===== src/rtl/flash_arb_pkg.sv =====
// Shared constants and state type for the dual-port SPI flash read arbiter.
package flash_arb_pkg;
  localparam logic [7:0] FLASH_CMD_READ = 8'h03;
  localparam int XFER_BITS = 64;
  localparam int DATA_BITS = 32;

  typedef enum logic [1:0] {IDLE, SHIFT, GAP} arb_state_e;
endpackage


===== src/rtl/flash_read_arbiter_if.sv =====
// Two read-requester ports (instruction fetch = 0, data load = 1) into the flash arbiter.
interface flash_read_arbiter_if #(parameter int ADDR_BITS = 24);
  import flash_arb_pkg::*;

  logic                 req0;
  logic [ADDR_BITS-1:0] addr0;
  logic                 ack0;
  logic [DATA_BITS-1:0] rdata0;
  logic                 req1;
  logic [ADDR_BITS-1:0] addr1;
  logic                 ack1;
  logic [DATA_BITS-1:0] rdata1;

  modport master (output req0, addr0, req1, addr1,
                  input  ack0, rdata0, ack1, rdata1);
  modport slave  (input  req0, addr0, req1, addr1,
                  output ack0, rdata0, ack1, rdata1);
endinterface


===== src/rtl/spi_shifter.sv =====
// Mode-0 SPI bit engine: SCK divider, 64-bit MSB-first output frame, data-phase capture.
module spi_shifter
  import flash_arb_pkg::*;
#(
  parameter int CLK_DIV = 2
) (
  input  logic                 clk,
  input  logic                 rst,
  input  logic                 load,
  input  logic [XFER_BITS-1:0] load_frame,
  input  logic                 run,
  input  logic                 miso,
  output logic                 sck,
  output logic                 mosi,
  output logic                 done,
  output logic [DATA_BITS-1:0] rx_word
);
  localparam int DIV_W = $clog2(CLK_DIV + 1);
  localparam int BIT_W = $clog2(XFER_BITS);
  localparam logic [DIV_W-1:0] DIV_RELOAD = DIV_W'(CLK_DIV - 1);

  logic [DIV_W-1:0]     div_cnt;
  logic [BIT_W-1:0]     bit_cnt;
  logic [XFER_BITS-1:0] shift_out;
  logic [DATA_BITS-1:0] shift_in;
  logic                 sck_rose;
  logic                 toggle;

  assign toggle = run && (div_cnt == '0);
  assign done   = toggle && sck && (bit_cnt == '0);
  assign mosi   = shift_out[XFER_BITS-1];
  // Include the bit being captured this cycle so the word is complete when done fires with CLK_DIV=1.
  assign rx_word = sck_rose ? {shift_in[DATA_BITS-2:0], miso} : shift_in;

  always_ff @(posedge clk) begin
    if (rst) begin
      div_cnt   <= '0;
      bit_cnt   <= '0;
      shift_out <= '0;
      shift_in  <= '0;
      sck       <= 1'b0;
      sck_rose  <= 1'b0;
    end else if (load) begin
      div_cnt   <= DIV_RELOAD;
      bit_cnt   <= BIT_W'(XFER_BITS - 1);
      shift_out <= load_frame;
      shift_in  <= '0;
      sck       <= 1'b0;
      sck_rose  <= 1'b0;
    end else if (run) begin
      sck_rose <= 1'b0;
      // Only the last 32 captured bits (the data phase) are kept.
      if (sck_rose) shift_in <= {shift_in[DATA_BITS-2:0], miso};
      if (toggle) begin
        div_cnt <= DIV_RELOAD;
        sck     <= ~sck;
        if (!sck) begin
          sck_rose <= 1'b1;
        end else begin
          shift_out <= {shift_out[XFER_BITS-2:0], 1'b0};
          if (bit_cnt != '0) bit_cnt <= bit_cnt - 1'b1;
        end
      end else begin
        div_cnt <= div_cnt - 1'b1;
      end
    end
  end
endmodule


===== src/rtl/flash_read_arbiter.sv =====
// Round-robin arbiter sharing one SPI flash between fetch and load ports, one READ (0x03) per word.
//   state | meaning
//   IDLE  | csb high, waiting for a request; grant taken here only
//   SHIFT | csb low, 64-bit command/address/data frame on the wire
//   GAP   | csb held high for CS_HIGH_CYCLES, starting with the ack cycle
module flash_read_arbiter
  import flash_arb_pkg::*;
#(
  parameter int CLK_DIV        = 2,
  parameter int CS_HIGH_CYCLES = 4,
  parameter int ADDR_BITS      = 24
) (
  input  logic                 clk,
  input  logic                 rst,
  flash_read_arbiter_if.slave  bus,
  output logic                 flash_csb,
  output logic                 flash_clk,
  output logic                 flash_mosi,
  input  logic                 flash_miso,
  output logic                 busy,
  output logic                 owner
);
  localparam int GAP_W = $clog2(CS_HIGH_CYCLES + 1);
  localparam logic [23:0] ADDR_MASK = 24'hFFFFFC;

  arb_state_e           state, state_nxt;
  logic                 prio;
  logic                 grant_port;
  logic                 start;
  logic                 done;
  logic [GAP_W-1:0]     gap_cnt;
  logic [ADDR_BITS-1:0] addr_sel;
  logic [XFER_BITS-1:0] frame;
  logic [DATA_BITS-1:0] rx_word;
  logic [DATA_BITS-1:0] rx_le;

  always_comb begin
    state_nxt  = state;
    start      = 1'b0;
    grant_port = prio;
    case (state)
      IDLE: begin
        if (bus.req0 || bus.req1) begin
          start      = 1'b1;
          state_nxt  = SHIFT;
          grant_port = (bus.req0 && bus.req1) ? prio : bus.req1;
        end
      end
      SHIFT:   if (done) state_nxt = GAP;
      GAP:     if (gap_cnt == '0) state_nxt = IDLE;
      default: state_nxt = IDLE;
    endcase
  end

  always_ff @(posedge clk) begin
    if (rst) state <= IDLE;
    else     state <= state_nxt;
  end

  assign addr_sel = grant_port ? bus.addr1 : bus.addr0;
  assign frame    = {FLASH_CMD_READ, 24'(addr_sel) & ADDR_MASK, {DATA_BITS{1'b0}}};
  // First flash byte received lands in the low byte.
  assign rx_le    = {rx_word[7:0], rx_word[15:8], rx_word[23:16], rx_word[31:24]};

  assign flash_csb = (state != SHIFT);
  assign busy      = (state != IDLE);

  always_ff @(posedge clk) begin
    if (rst) begin
      prio       <= 1'b0;
      owner      <= 1'b0;
      gap_cnt    <= '0;
      bus.ack0   <= 1'b0;
      bus.ack1   <= 1'b0;
      bus.rdata0 <= '0;
      bus.rdata1 <= '0;
    end else begin
      bus.ack0 <= 1'b0;
      bus.ack1 <= 1'b0;
      if (start) begin
        owner <= grant_port;
        prio  <= ~grant_port;
      end
      if (state == SHIFT && done) begin
        gap_cnt <= GAP_W'(CS_HIGH_CYCLES - 1);
        // A requester that withdrew mid-frame gets no ack and keeps its old data.
        if (!owner && bus.req0) begin
          bus.ack0   <= 1'b1;
          bus.rdata0 <= rx_le;
        end
        if (owner && bus.req1) begin
          bus.ack1   <= 1'b1;
          bus.rdata1 <= rx_le;
        end
      end else if (state == GAP && gap_cnt != '0) begin
        gap_cnt <= gap_cnt - 1'b1;
      end
    end
  end

  spi_shifter #(.CLK_DIV(CLK_DIV)) u_shifter (
    .clk        (clk),
    .rst        (rst),
    .load       (start),
    .load_frame (frame),
    .run        (state == SHIFT),
    .miso       (flash_miso),
    .sck        (flash_clk),
    .mosi       (flash_mosi),
    .done       (done),
    .rx_word    (rx_word)
  );
endmodule


===== src/flat_wrapper.sv =====
// flat-port wrapper written by rule: the top's interface ports become plain ports
module flash_read_arbiter_flat import flash_arb_pkg::*;
#(
  parameter int CLK_DIV        = 2,
  parameter int CS_HIGH_CYCLES = 4,
  parameter int ADDR_BITS      = 24
)
  (clk, rst, flash_csb, flash_clk, flash_mosi, flash_miso, busy, owner, bus_req0, bus_addr0, bus_req1, bus_addr1, bus_ack0, bus_rdata0, bus_ack1, bus_rdata1);
  flash_read_arbiter_if #(.ADDR_BITS(ADDR_BITS)) bus_i ();
  input  logic clk;
  input  logic rst;
  output logic flash_csb;
  output logic flash_clk;
  output logic flash_mosi;
  input  logic flash_miso;
  output logic busy;
  output logic owner;
  input wire logic [$bits(bus_i.req0)-1:0] bus_req0;
  input wire logic [$bits(bus_i.addr0)-1:0] bus_addr0;
  input wire logic [$bits(bus_i.req1)-1:0] bus_req1;
  input wire logic [$bits(bus_i.addr1)-1:0] bus_addr1;
  output wire logic [$bits(bus_i.ack0)-1:0] bus_ack0;
  output wire logic [$bits(bus_i.rdata0)-1:0] bus_rdata0;
  output wire logic [$bits(bus_i.ack1)-1:0] bus_ack1;
  output wire logic [$bits(bus_i.rdata1)-1:0] bus_rdata1;
  assign bus_i.req0 = bus_req0;
  assign bus_i.addr0 = bus_addr0;
  assign bus_i.req1 = bus_req1;
  assign bus_i.addr1 = bus_addr1;
  assign bus_ack0 = bus_i.ack0;
  assign bus_rdata0 = bus_i.rdata0;
  assign bus_ack1 = bus_i.ack1;
  assign bus_rdata1 = bus_i.rdata1;
  flash_read_arbiter #(.CLK_DIV(CLK_DIV), .CS_HIGH_CYCLES(CS_HIGH_CYCLES), .ADDR_BITS(ADDR_BITS)) u_core (.clk(clk), .rst(rst), .bus(bus_i), .flash_csb(flash_csb), .flash_clk(flash_clk), .flash_mosi(flash_mosi), .flash_miso(flash_miso), .busy(busy), .owner(owner));
endmodule

===== config.mk =====
export PLATFORM = sky130hd
export DESIGN_NAME = flash_read_arbiter_flat
export DESIGN_NICKNAME = d
export VERILOG_FILES = /design/src/rtl/flash_arb_pkg.sv /design/src/rtl/flash_read_arbiter_if.sv /design/src/rtl/spi_shifter.sv /design/src/rtl/flash_read_arbiter.sv /design/src/flat_wrapper.sv
export SDC_FILE = /design/constraint.sdc
export NUM_CORES = 1
export LEC_CHECK = 0
export CAP_MARGIN = 20
export CORE_MARGIN = 5
export CORE_UTILIZATION = 56
export DETAILED_ROUTE_END_ITERATION = 7
export PLACE_DENSITY = 0.86
export RECOVER_POWER = 100
export SETUP_SLACK_MARGIN = 0.2
export SLEW_MARGIN = 0
export SYNTH_ARGS = -nofsm -noshare
export SYNTH_HDL_FRONTEND = slang
export SYNTH_SLANG_ARGS = --single-unit

===== constraint.sdc =====
create_clock -name clk -period 2.9 [get_ports clk]
set_input_delay 0.29 -clock clk [delete_from_list [all_inputs] [get_ports clk]]
set_output_delay 0.29 -clock clk [all_outputs]
set_load 0.005 [all_outputs]

==> impl_metrics.py, run 1 <==
metrics = {
    "power": {
        "p_leak_uw": 0.00328,
        "power_density_mw_per_mm2": 567,
        "ir_drop_uv": 334,
    },
    "setup_path": {
        "critPathLaunchType": "register",
        "max_stage_delay_ns": 0.62,
        "end_kind": "output port",
        "worstPathCellList": "nor2b_1, inv_1, dlygate4sd3_1",
        "worstPathArrival_ns": 2.17,
        "required_ns": 2.61,
        "cp_slowest_cell": "dlygate4sd3_1",
        "path_class": "register to output port",
        "reg2reg_depth": 5,
        "cp_max_fo": 7,
        "ff2ff_setup_slack_ns": 0.64,
        "reg2reg_from": "u_core.state[0]",
        "timing.rr.end": "u_core.bus.rdata0[21]",
    },
    "floorplan": {
        "die-area_mm2": 0.0134,
        "fp.coreArea_mm2": 0.0109,
        "die_h_um": 116,
        "io_pins": 124,
        "fp.dieW_um": 116,
        "start_util_pct": 57.5,
        "rows": 38,
    },
    "layout": {
        "multi_input_area_mm2": 0.00301,
        "areaGrowthSynthToFinish_pct": 28.2,
        "num-fill-cells": 788,
        "final_cell_mix": "144 x dfxtp_1, 96 x mux2i_1, 87 x nand2_1, 71 x dlygate4sd3_1, 67 x nand2b_1",
        "final_layout_size_suffix_gt1_share_pct": 9.29,
        "diodes": 0,
        "mostFrequentLayoutCell": "dfxtp_1",
        "post-route-util_pct": 73.7,
        "final-seq-area_mm2": 0.00290,
        "nets": 829,
    },
    "timing": {
        "hold_viol_final": 0,
        "finalSetupViolCount": 0,
        "fmax_mhz": 406,
        "finalSetupTns_ns": 0,
        "grt_setup_unrepaired": "no",
        "drv_slew": 0,
        "fin_crit_sh_pct": 84.9,
        "tightestPinTransition_ns": 1.00,
        "min_period_ns": 2.46,
        "skew_ns": 0.00608,
        "slew_headroom_pct": 33.0,
    },
    "global_route": {
        "track_usage_pct": 21.5,
        "grt_pass1_vias": 4916,
        "grt_max_degree": 91,
        "gr-total-overflow": 0,
        "antenna_found_initial": 0,
        "grt_pass1_wl_mm": 23.1,
    },
    "detailed_routing": {
        "wl_per_cell_um": 15.3,
        "vias_per_cell": 5.52,
        "dr.pass1.iters": 5,
        "drt-total-wl_mm": 14.2,
        "drt-initial-drc-count": 384,
        "vias": 5107,
        "drc": 0,
        "ant_nets": 0,
    },
    "synthesis": {
        "synthArstFlopShare_pct": 0,
        "syn_nets": 736,
        "synth-edff-count": 0,
        "syn_inst": 680,
        "yosysSeqAreaShare_pct": 46.4,
        "synth_seq_cells": 145,
        "ys_warn_count": 0,
        "synth-main-ff-cell": "dfxtp_1",
        "synth_cell_types": 41,
        "syn_area_per_cell_um2": 9.21,
        "synth_area_mm2": 0.00626,
    },
    "cts": {
        "clockRootBuffer": "clkbuf_8",
        "ctsResizeCount": 0,
        "cts_buffers": 17,
        "postCtsHoldBufs": 0,
        "postCtsSetupBuffers": 0,
        "cts-htree-levels": 4,
        "cts_tree": "built",
        "clk_latency_ns": 0.51,
        "clk_pin_slew_ns": 0.05,
        "cts_buffer_depth": 2,
        "cts_sinks": 145,
    },
    "place": {
        "place.gp.congestion": 0.748,
        "port_buffers": 119,
        "dp.final_hpwl_mm": 9.22,
    },
    "hold_path": {
        "holdPathStages": 2,
        "hold_end": "u_core.state[1]",
        "holdCritPathClass": "input pin to register",
        "hold_start": "rst",
    },
    "run": {
        "max_cap_viol_count": 0,
    },
    "outcome": {
        "status": "completed",
    },
}
==> worst max-delay path, delay by kind of cell (launching register included) <==
family | cells | cell delay [ns]
buffers and inverters | 2 | 0.81
flip-flops | 1 | 0.43
AND/OR/NAND/NOR | 1 | 0.43
==> stage by stage <==
stage                     total power (µW)  setup WS (ns)  std cells  hold WS, ns  instance area [µm²]
after floorplan                       2340          0.978        680        0.426                 6260
after global placement                2450          0.693        894        0.437                 7450
after detailed placement              2470          0.668        894        0.444                 7450
after CTS                             4580          0.575        926        0.313                 8030
after global routing                  4720          0.401        926        0.342                 8030
final                                 4550          0.438        926        0.314                 8030
==> Yosys cell counts (7+ instances only) <==
master	number	share of area, %
clkbuf_1	42	2.5
inv_1	31	1.9
buf_2	7	0.56
or2_2	33	3.3
nand2_1	87	5.2
a22oi_1	21	2.5
a221oi_1	21	2.9
dfxtp_1	145	46
nand2b_1	67	6.7
a21oi_1	48	3.8
mux2i_1	96	15
o21ai_0	24	1.9
nor2_1	14	0.84
==> cells by family (layout without fill, tap and decap cells) <==
kind of cell | count (synthesis) | after routing | synth area share (%)
mux | 96 | 96 | 15.4
buf+inv | 84 | 190 | 5.54
simple gates | 220 | 220 | 18.5
flops | 145 | 145 | 46.4
xor+xnor | 6 | 6 | 0.839
compound gates | 126 | 126 | 12.8
fa+ha+maj | 3 | 3 | 0.600
==> how the worst max path moves through the flow <==
| stage | start | slack (ns) | end | depth (start not counted) |
|---|---|---|---|---|
| floorplan | u_core.u_shifter.bit_cnt[0] | 0.98 | u_core.bus.rdata1[0] | 7 |
| global placement | u_core.state[0] | 0.69 | u_core.bus.rdata0[28] | 5 |
| detailed placement | u_core.state[0] | 0.67 | u_core.bus.rdata0[22] | 5 |
| CTS | u_core.state[0] | 0.57 | flash_csb | 3 |
| global route | u_core.state[0] | 0.40 | flash_csb | 3 |
| finish | u_core.state[0] | 0.44 | flash_csb | 3 |
==> registers in the layout, indices dropped and copies added (netlist names) <==
name	cells
u_core.bus.rdata0	32
u_core.bus.rdata1	32
u_core.u_shifter.shift_in	32
u_core.u_shifter.shift_out	30
u_core.u_shifter.bit_cnt	6
u_core.gap_cnt	3
u_core.state	2
u_core.u_shifter.div_cnt	2
u_core.bus.ack0	1
u_core.bus.ack1	1
u_core.owner	1
u_core.prio	1
u_core.u_shifter.sck	1
u_core.u_shifter.sck_rose	1
==> area by class of cell <==
class	instances	share of cell area [%]
multi-input combinational	451	37.5
sequential	145	36.2
timing repair buffer	127	15.5
clock buffer	23	5.56
tap	140	2.18
clock inverter	9	1.65
inverter	31	1.45
==> per-layer routing <==
metal / routed length [µm] / track usage, %
met4: 358 / 9.05
met2: 7110 / 37.3
met3: 711 / 5.12
met5: 0 / 0
met1: 5990 / 25.5
==> power breakdown <==
group          switching (µW)  leakage [µW]  internal, µW  total (µW)
clock network             793      0.000276          1330        2130
registers                44.0       0.00118          2050        2090
logic                     175       0.00183           162         337
total                    1010       0.00328          3540        4550
(Power assumes the default switching activity.)
==> run 2, diff against run 1 <==
--- a/config.mk
+++ b/config.mk
@@ -7,9 +7,9 @@
 export LEC_CHECK = 0
 export CAP_MARGIN = 20
 export CORE_MARGIN = 5
-export CORE_UTILIZATION = 56
+export CORE_UTILIZATION = 47
 export DETAILED_ROUTE_END_ITERATION = 7
-export PLACE_DENSITY = 0.86
+export PLACE_DENSITY = 0.77
 export RECOVER_POWER = 100
 export SETUP_SLACK_MARGIN = 0.2
 export SLEW_MARGIN = 0
==> constraint.sdc (replaced) <==
create_clock -name clk -period 2.05 [get_ports clk]
set_input_delay 0.205 -clock clk [delete_from_list [all_inputs] [get_ports clk]]
set_output_delay 0.205 -clock clk [all_outputs]
set_load 0.005 [all_outputs]
==> impl_metrics.py, run 2 (synthesis gave the netlist of run 1 again) <==
metrics = {
    "cts": {
        "clockRootBuffer": "clkbuf_16",
        "clk_latency_ns": 0.41,
        "cts_buffer_depth": 2,
        "cts_sinks": 145,
        "clk_pin_slew_ns": 0.06,
        "cts-htree-levels": 4,
        "cts_tree": "built",
        "cts_buffers": 17,
    },
    "place": {
        "placed_cells": 941,
        "placed_cell_area_mm2": 0.00764,
        "place_ws_ns": -0.0117,
        "place.gp.congestion": 0.774,
        "port_buffers": 119,
        "dp.final_hpwl_mm": 9.71,
    },
    "layout": {
        "fin_cells": 988,
        "diodes": 0,
        "nets": 857,
        "final_layout_size_suffix_gt1_share_pct": 15.5,
        "mostFrequentLayoutCell": "dfxtp_1",
        "areaGrowthSynthToFinish_pct": 36.8,
        "post-route-util_pct": 65.2,
        "post-route-cell-area_mm2": 0.00856,
        "num-fill-cells": 1025,
        "final_cell_mix": "139 x dfxtp_1, 94 x mux2i_1, 87 x nand2_1, 68 x dlygate4sd3_1, 66 x nand2b_1",
        "reg.largest.list": "u_core.bus.rdata0 (32), u_core.bus.rdata1 (32), u_core.u_shifter.shift_in (32)",
    },
    "floorplan": {
        "die_h_um": 125,
        "rows": 42,
        "die-area_mm2": 0.0157,
        "fp.coreArea_mm2": 0.0131,
        "fp.dieW_um": 125,
        "start_util_pct": 47.6,
        "io_pins": 124,
    },
    "setup_path": {
        "worst-path-buf-inv": 3,
        "reg2reg_depth": 8,
        "max_stage_delay_ns": 0.48,
        "critPathLaunchType": "register",
        "worstPathArrival_ns": 2.27,
        "path_delay_family": "simple AND/OR/NAND/NOR gates",
        "reg2reg_from": "u_core.u_shifter.bit_cnt[0]",
        "cp_slowest_cell": "or4b_4",
        "path_class": "register to register",
        "cp_max_fo": 9,
        "required_ns": 2.35,
        "worstPathCellList": "inv_2, ha_4, or4b_4, nor4_4, buf_4, nand3_4, buf_12, mux2i_2",
        "ff2ff_setup_slack_ns": 0.08,
        "end_kind": "register",
        "timing.rr.end": "u_core.bus.rdata1[4]",
    },
    "global_route": {
        "grt_max_degree": 93,
        "track_usage_pct": 19.8,
        "antenna_found_initial": 0,
        "grt_pass1_vias": 5333,
        "grt_pass1_wl_mm": 25.8,
        "gr-total-overflow": 0,
    },
    "timing": {
        "fin_crit_sh_pct": 96.1,
        "grt_setup_unrepaired": "yes",
        "min_period_ns": 1.97,
        "drv_slew": 0,
        "setup_ws_ns": 0.0801,
        "hold_viol_final": 0,
        "fmax_mhz": 508,
        "tightestPinTransition_ns": 0.608,
        "slew_headroom_pct": 59.0,
        "skew_ns": 0.00716,
        "finalSetupViolCount": 0,
    },
    "detailed_routing": {
        "drc": 0,
        "vias": 5296,
        "drt-total-wl_mm": 16.2,
        "drt-initial-drc-count": 309,
        "dr.pass1.iters": 6,
        "vias_per_cell": 5.36,
        "wl_per_cell_um": 16.4,
        "ant_nets": 0,
    },
    "power": {
        "p_leak_uw": 0.00349,
        "ir_drop_uv": 647,
        "power_density_mw_per_mm2": 749,
    },
    "outcome": {
        "status": "completed",
    },
    "hold_path": {
        "holdPathStages": 2,
        "hold_end": "u_core.bus.ack1",
        "holdCritPathClass": "input pin to register",
        "hold_start": "rst",
    },
    "run": {
        "max_cap_viol_count": 0,
    },
}
==> run 2: power by group <==
group / internal [µW] / switching (µW)
logic: 294 / 290
clock network: 1750 / 1130
registers: 2900 / 60.1
==> run 2: metrics by stage <==
| step | TNS [ns] | total power [µW] | hold WS (ns) |
|---|---|---|---|
| after floorplan | 0 | 3310 | 0.341 |
| after global placement | 0 | 3500 | 0.441 |
| after detailed placement | -0.0215 | 3520 | 0.443 |
| after CTS | 0 | 6420 | 0.190 |
| after global routing | -0.0747 | 6630 | 0.230 |
| final | 0 | 6410 | 0.211 |
==> run 2: how the worst max path moves through the flow <==
stage / start / end / slack [ns] / cells after the start
5_1_grt: u_core.u_shifter.bit_cnt[0] / u_core.bus.rdata1[13] / -0.01 / 8
4_1_cts: u_core.u_shifter.bit_cnt[1] / u_core.bus.rdata1[4] / 0.03 / 8
3_5_place_dp: u_core.u_shifter.bit_cnt[0] / u_core.bus.rdata0[0] / -0.01 / 7
3_3_place_gp: u_core.u_shifter.bit_cnt[0] / u_core.bus.rdata0[0] / 0.03 / 7
2_1_floorplan: u_core.u_shifter.div_cnt[0] / u_core.bus.rdata1[20] / 0.15 / 6
6_report: u_core.u_shifter.bit_cnt[0] / u_core.bus.rdata1[4] / 0.08 / 8
==> run 2: timing repair <==
| action | 4_1_cts | 5_1_grt |
|---|---|---|
| endpoints found under the setup margin | 70 | 84 |
| hold buffers | 0 | 0 |
| gates cloned | 4 | 3 |
| buffers inserted | 5 | 5 |
| gates resized for setup | 18 | 15 |
| pin swaps | 3 | 3 |
==> run 2: cell type report <==
cell class,instances,area (µm²),share of cell area [%]
Inverter,31,116,1.36
Sequential cell,145,2910,34.0
Clock buffer,21,470,5.49
Timing Repair Buffer,155,1630,19.0
Multi-Input combinational cell,451,3130,36.6
Tap cell,176,220,2.57
Clock inverter,9,85.1,0.993
==> run 2: per-layer routing <==
layer  vias to the layer above  GRT usage (%)  routed length, µm
li1                       2578              -                  -
met1                      2514           22.1               6550
met2                       160           34.7               8310
met3                        44           5.50                847
met4                         0           9.44                456
met5                         -              0                  0
